[src/rtl/ifid_stall_ctrl.sv]
// IF/ID pipeline register and stall responder: freezes PC, bubbles ID/EX and stretches multiply stalls to MULT_LAT cycles.
// Stall outputs are combinational (zero latency); IF/ID updates on the next edge. `STALL_PERF_EN adds stall/flush counters.
module ifid_stall_ctrl #(
  parameter int ADDR_RFILE = 5,
  parameter int DATA_W     = 32,
  parameter int MULT_LAT   = 3
) (
  input  logic              clk,
  input  logic              rst,
  input  logic              stall_ctrl,
  input  logic [1:0]        stall_ctrl_ab,
  input  logic              mult_sel_idex,
  input  logic              flush,
  input  logic [DATA_W-1:0] pc_if,
  input  logic [DATA_W-1:0] instr_if,
  output logic [DATA_W-1:0] pc_ifid,
  output logic [DATA_W-1:0] instr_ifid,
  output logic              valid_ifid,
  output logic              pc_we,
  output logic              idex_bubble,
  output logic [1:0]        hold_ab,
  output logic              stalling
`ifdef STALL_PERF_EN
  ,
  output logic [31:0]       stall_cycles,
  output logic [15:0]       flush_count
`endif
);

  typedef enum logic {
    RUN       = 1'b0,
    HOLD_MULT = 1'b1
  } state_t;

  localparam logic [3:0] CNT_INIT     = 4'(MULT_LAT - 1);
  localparam bit         MULT_STRETCH = (MULT_LAT > 1);

  // Left empty on purpose: marks an out-of-range configuration in the elaborated hierarchy.
  if (ADDR_RFILE < 1 || MULT_LAT < 1 || MULT_LAT > 15) begin : g_param_out_of_range
  end

  state_t            state_q, state_d;
  logic [3:0]        cnt_q, cnt_d;
  logic [DATA_W-1:0] pc_ifid_q, pc_ifid_d;
  logic [DATA_W-1:0] instr_ifid_q, instr_ifid_d;
  logic              valid_ifid_q, valid_ifid_d;
  logic [1:0]        hold_ab_q, hold_ab_d;
  logic              stall_now;
  logic              flush_apply;

  // FSM: state register
  always_ff @(posedge clk) begin
    if (rst) begin
      state_q <= RUN;
      cnt_q   <= 4'd0;
    end else begin
      state_q <= state_d;
      cnt_q   <= cnt_d;
    end
  end

  // FSM: next state
  always_comb begin
    state_d = state_q;
    cnt_d   = cnt_q;
    unique case (state_q)
      RUN: begin
        if (stall_ctrl && mult_sel_idex && MULT_STRETCH) begin
          state_d = HOLD_MULT;
          cnt_d   = CNT_INIT;
        end
      end
      HOLD_MULT: begin
        cnt_d = cnt_q - 4'd1;
        if (cnt_q == 4'd1) begin
          state_d = RUN;
        end
      end
      default: begin
        state_d = RUN;
        cnt_d   = 4'd0;
      end
    endcase
  end

  // FSM: outputs
  always_comb begin
    stall_now   = (state_q == HOLD_MULT) || ((state_q == RUN) && stall_ctrl);
    stalling    = stall_now;
    pc_we       = ~stall_now;
    idex_bubble = stall_now;
  end

  // A branch sitting in a stalled ID has not resolved yet, so flush only counts when not stalling.
  assign flush_apply = flush && !stall_now;

  always_comb begin
    pc_ifid_d    = pc_ifid_q;
    instr_ifid_d = instr_ifid_q;
    valid_ifid_d = valid_ifid_q;
    if (stall_now) begin
      pc_ifid_d    = pc_ifid_q;
    end else if (flush) begin
      pc_ifid_d    = pc_if;
      instr_ifid_d = '0;
      valid_ifid_d = 1'b0;
    end else begin
      pc_ifid_d    = pc_if;
      instr_ifid_d = instr_if;
      valid_ifid_d = 1'b1;
    end
  end

  // hold_ab stays valid through the release cycle so forwarding can select the stalled operand.
  always_comb begin
    hold_ab_d = hold_ab_q;
    if (state_q == RUN) begin
      hold_ab_d = stall_ctrl ? stall_ctrl_ab : 2'b00;
    end
  end

  always_ff @(posedge clk) begin
    if (rst) begin
      pc_ifid_q    <= '0;
      instr_ifid_q <= '0;
      valid_ifid_q <= 1'b0;
      hold_ab_q    <= 2'b00;
    end else begin
      pc_ifid_q    <= pc_ifid_d;
      instr_ifid_q <= instr_ifid_d;
      valid_ifid_q <= valid_ifid_d;
      hold_ab_q    <= hold_ab_d;
    end
  end

  assign pc_ifid    = pc_ifid_q;
  assign instr_ifid = instr_ifid_q;
  assign valid_ifid = valid_ifid_q;
  assign hold_ab    = hold_ab_q;

`ifdef STALL_PERF_EN
  logic [31:0] stall_cycles_q, stall_cycles_d;
  logic [15:0] flush_count_q, flush_count_d;

  always_comb begin
    stall_cycles_d = stall_cycles_q;
    flush_count_d  = flush_count_q;
    if (stall_now && (stall_cycles_q != 32'hFFFF_FFFF)) begin
      stall_cycles_d = stall_cycles_q + 32'd1;
    end
    if (flush_apply && (flush_count_q != 16'hFFFF)) begin
      flush_count_d = flush_count_q + 16'd1;
    end
  end

  always_ff @(posedge clk) begin
    if (rst) begin
      stall_cycles_q <= 32'd0;
      flush_count_q  <= 16'd0;
    end else begin
      stall_cycles_q <= stall_cycles_d;
      flush_count_q  <= flush_count_d;
    end
  end

  assign stall_cycles = stall_cycles_q;
  assign flush_count  = flush_count_q;
`else
  logic unused_flush_apply;
  assign unused_flush_apply = flush_apply;
`endif

endmodule
[config.mk]
export PLATFORM = sky130hd
export DESIGN_NAME = ifid_stall_ctrl
export DESIGN_NICKNAME = d
export VERILOG_FILES = /design/src/rtl/ifid_stall_ctrl.sv
export SDC_FILE = /design/constraint.sdc
export NUM_CORES = 1
export LEC_CHECK = 0
export ABC_AREA = 1
export CELL_PAD_IN_SITES_DETAIL_PLACEMENT = 0
export CELL_PAD_IN_SITES_GLOBAL_PLACEMENT = 1
export CORE_MARGIN = 2
export CORE_UTILIZATION = 25
export CTS_BUF_LIST = sky130_fd_sc_hd__clkbuf_2 sky130_fd_sc_hd__clkbuf_4 sky130_fd_sc_hd__clkbuf_8
export DETAILED_ROUTE_END_ITERATION = 8
export GPL_TIMING_DRIVEN = 1
export MAX_ROUTING_LAYER = met4
export PLACE_DENSITY = 0.83
export SETUP_SLACK_MARGIN = 0.5
export SLEW_MARGIN = 20
export SYNTH_ARGS = -nofsm -noshare
export SYNTH_HDL_FRONTEND = slang
export SYNTH_SLANG_ARGS = --single-unit
[constraint.sdc]
create_clock -name clk -period 1.1 [get_ports clk]
set_input_delay 0.11 -clock clk [delete_from_list [all_inputs] [get_ports clk]]
set_output_delay 0.11 -clock clk [all_outputs]
set_load 0.02 [all_outputs]
Word level (Yosys, flattened, before mapping)
Cells that the tools add are included.
Widths: inputs -> output; s select.
{"block": "totals", "register_bits": 72, "inputBits": 71, "out_inout_bits": 70, "elab_cells": 22}
{"block": "classes", "addsub": 1, "n_eq_ne": 2, "muxes": 8, "n_bitwise": 2, "reduce_logical": 3}
{"op": "$mux 32", "count": 1}
{"op": "$pmux 4 s2", "count": 1}
{"op": "$eq 4x1->1 const B", "count": 1}
{"op": "$mux 4", "count": 1}
{"op": "$sub 4x1->4 const B", "count": 1}
{"op": "$mux 1", "count": 3}
{"op": "$logic_and 1x1->1", "count": 2}
{"op": "$mux 2", "count": 1}
{"op": "$ne 2x2->1 const B", "count": 1}
{"op": "$not 1->1", "count": 2}
{"op": "$pmux 1 s2", "count": 1}
{"op": "$logic_or 1x1->1", "count": 1}

Depth between registers and ports, before layout
{"block": "depth", "ltp_word": 4, "mapped_depth": 6}

Worst setup path before layout
No wires, ideal clock.
{"block": "synth_timing", "path_kind": "flip-flop to output port", "from": "reg state_q", "to": "out stalling", "arrival_ns": 1.008, "required_ns": 0.990, "slack_ns": -0.018, "path_stages_with_launch": 6, "path_cell_list": "dfxtp_1 nor2_4 inv_2 buf_6 buf_4 buf_4"}
{"block": "synth_via", "elab_chain_len": 3}
{"item": "start: declaration", "line": "42", "source": "state_t state_q, state_d;"}
{"item": "start signal: assignment", "line": "57", "source": "state_q <= state_d;"}
{"item": "$not 1->1"}
{"item": "$logic_and 1x1->1", "line": "88", "source": "stall_now = (state_q == HOLD_MULT) || ((state_q == RUN) && stall_ctrl);"}
{"item": "$logic_or 1x1->1 (*)", "line": "88"}
{"item": "end: declaration", "line": "22", "source": "output logic stalling"}
Every way passes the cells marked *; elsewhere a longest branch is shown, timed or not.

Final worst setup path
{"block": "layout_timing", "from": "reg state_q", "to": "out idex_bubble"}
{"block": "layout_via", "elab_chain_len": 3}
{"item": "$not 1->1"}
{"item": "$logic_and 1x1->1", "line": "88"}
{"item": "$logic_or 1x1->1 (*)", "line": "88"}
{"item": "end: declaration", "line": "20", "source": "output logic idex_bubble,"}
Marked as above.

==> metrics.md <==
| Metric | Value |
|---|---|
| Status | finished, violations left |
| Failing checks | negative setup slack |
| DIE AREA | 0.01144 mm² |
| Hold Path Class | input pin to flip-flop |
| Final Cycle Share | 106.1% |
| Setup-failing EPs final | 40 |
| Power per Cell Area | 1394 mW/mm² |
| Nets | 567 |
| RR Startpoint | state_q$_SDFF_PP0_ |
| Worst Tran Pin Value | 0.2555 ns |
| CTS sink cnt | 72 |
| Num CTS Buffers | 9 |
| Initial antenna violation count | 0 |
| Routed len/inst | 13.04 µm |
| Via count | 2,824 |
| Worst Hold Path EP | instr_ifid[16]$_SDFFE_PP0P_ |
| Cell area after layout | 0.004870 mm² |
| CTS tree | built |
| Maximum vdd drop | 0.6378 mV |
| Post-Syn Nets | 409 |
| Post-synth top flop | dfxtp_1 |
| Core Util, Final | 47.17% |
| Crit start category | flip-flop |
| Worst Path Required | 0.99 ns |
| Min Tclk post-route | 1.167 ns |
| I/O Pins | 141 |
| Leak pwr | 2.020 nW |
| Post-synthesis cell count | 336 |
| Placed cells | 600 |
| Seq cells post-synth | 72 |
| Number of global-route vias before repair | 2,771 |
| Drt initial violations | 110 |
| Worst hold slack | 0.3309 ns |
| CTS HTree Levels | 3 |
| Hold depth | 3 |
| Row Count | 37 |
| Syn_area_per_cell | 7.891 µm² |
| R2R cell count | 5 |
| Hold Buf Count CTS | 0 |
| Worst path arrival time | 1.06 ns |
| Worst reg2reg endpoint | valid_ifid$_SDFFE_PP0P_ |
| Largest net degree at the start of global routing | 37 |
| FFs w/ async S/R, synth | 0% |
| Relative slew slack | 82.97% |
| Synth unique cells | 16 |
| Post-synth EDFFs | 0 |
| Ys Warns | 0 |
| Most frequent cells in the layout | clkdlybuf4s50_1, buf_6, dfxtp_2, nor2_1, nand2_1 |
| Clock skew | 0.01249 ns |
| WL final | 8.280 mm |
| Final worst slack | -0.06734 ns |
| CORE AREA | 0.01032 mm² |
| Crit end category | primary output |
| DP Area | 0.004228 mm² |
| Vias per Instance | 4.447 |
| Total power | 0.006788 W |
| Clock insertion delay at the later pin of the skew report | 0.34 ns |
| RSZ-0062 raised after global routing | true |
| Clock Tree Root | clkbuf_8 |
| Share of cells above drive strength 1 | 40.08% |
| Highest clock rate | 0.8566 GHz |
| Final Max Slew Viols | 0 |
| Detailed placement HPWL | 5.433 mm |
| CP Max Fanout | 5 |
| Residual DRC | 0 |
| Number of max-cap violations | 0 |
| Antenna-violating nets left | 0 |
| Netlist Area Pre-Place | 0.002651 mm² |
| Die W | 107.0 µm |
| Fin cells | 635 |
| Port Buffers | 140 |
| Synthesis-to-layout area growth | 83.67% |
| Post-synthesis sequential area ratio | 54.37% |
| Die Y | 107.0 µm |
| Fin. Hold Viols | 0 |
| # diodes | 0 |
| Initial Utilization | 25.68% |
| Remaining global-route overflow | 0 |
| WS Path Type | flip-flop to primary output |
| GRT Util Overall | 14.36% |
| Hold_sp | instr_if[16] |
| Initial DRT Pass Iterations | 4 |
| R2R setup slack | -0.04 ns |
| GP Congestion | 0.7127 |
| Global-route wire length before repair | 12.80 mm |
| Clock transition at path regs | 0.08 ns |
| Clk buf depth | 2 |
-- routing by layer --
layer	track usage [%]	up-vias	share of wire (%)
li1	-	1417	-
met1	16.23	1313	42
met2	24.57	83	51
met3	3.708	11	6.2
met4	5.195	0	1.4
met5	-	-	0
-- state kept, by name, indices dropped and copies added (netlist names) --
register / count
instr_ifid: 32
cnt_q: 4
hold_ab: 2
state_q: 1
pc_ifid: 32
valid_ifid: 1
-- synth_stat cells (2+ instances only) --
| cell type | count | share of area (%) |
|---|---|---|
| nor2_1 | 68 | 9.6 |
| nand2_1 | 46 | 6.5 |
| clkbuf_1 | 9 | 1.3 |
| buf_6 | 3 | 1.3 |
| dfxtp_1 | 72 | 54 |
| o21ai_0 | 33 | 6.2 |
| nand3_1 | 39 | 7.4 |
| a21oi_1 | 38 | 7.2 |
| buf_2 | 2 | 0.38 |
| ha_1 | 2 | 0.94 |
| buf_4 | 8 | 2.3 |
| inv_1 | 10 | 1.4 |
| buf_1 | 3 | 0.42 |
-- worst max-delay path by stage --
stage	start	endpoint	slack (ns)	cells past startpoint
3_5_place_dp	stall_ctrl	pc_we	-0.48	3
4_1_cts	state_q$_SDFF_PP0_	instr_ifid[5]$_SDFFE_PP0P_	-0.12	5
6_report	state_q$_SDFF_PP0_	idex_bubble	-0.07	3
5_1_grt	state_q$_SDFF_PP0_	stalling	-0.14	3
3_3_place_gp	stall_ctrl	pc_we	-0.49	3
2_1_floorplan	state_q$_SDFF_PP0_	pc_ifid[10]$_SDFFE_PP0P_	0.09	6
-- cell families after synthesis --
logic type               share of synthesized area, %
buffers and inverters                           7.173
adder cells (fa/ha/maj)                        0.9437
flip-flops                                      54.37
AO/OA/AOI/OAI                                   13.40
AND/OR/NAND/NOR                                 24.12
-- critical path, stage by stage (launching register included) --
cell and delay [ns]:
dfxtp_2 0.33, nor2_4 0.18, inv_4 0.08, buf_6 0.13
-- stage by stage --
step	TNS, ns	setup slack (ns)
finish	-0.8136	-0.06734
global route	-6.511	-0.1383
CTS	-5.656	-0.1189
detailed placement	-26.97	-0.4800
global placement	-26.84	-0.4892
floorplan	0	0.09481
-- area by class of cell --
cell class	count	area, µm²
Clock buffer	12	165.2
Clock inverter	4	75.07
Fill cell	994	5454
Inverter	11	47.55
Multi-Input combinational cell	228	1060
Sequential cell	72	1528
Tap cell	136	170.2
Timing Repair Buffer	172	1824
-- power by group --
| group | total, W | internal, W | switching (W) | leakage (nW) |
|---|---|---|---|---|
| Clock | 0.00246 | 0.00146 | 0.000998 | 0.115 |
| Sequential | 0.00292 | 0.00280 | 0.000118 | 0.618 |
| Combinational | 0.00140 | 0.000755 | 0.000649 | 1.29 |
| Total | 0.00679 | 0.00502 | 0.00177 | 2.02 |
-- repair_timing --
action / in CTS / in global routing
gates resized for setup: 489 / 10
setup buffers: 4 / 13
endpoints found under the setup margin: 142 / 142
cloned: 0 / 2
pin swaps: 2 / 4
Note: power is estimated with default switching activity, not from simulation.
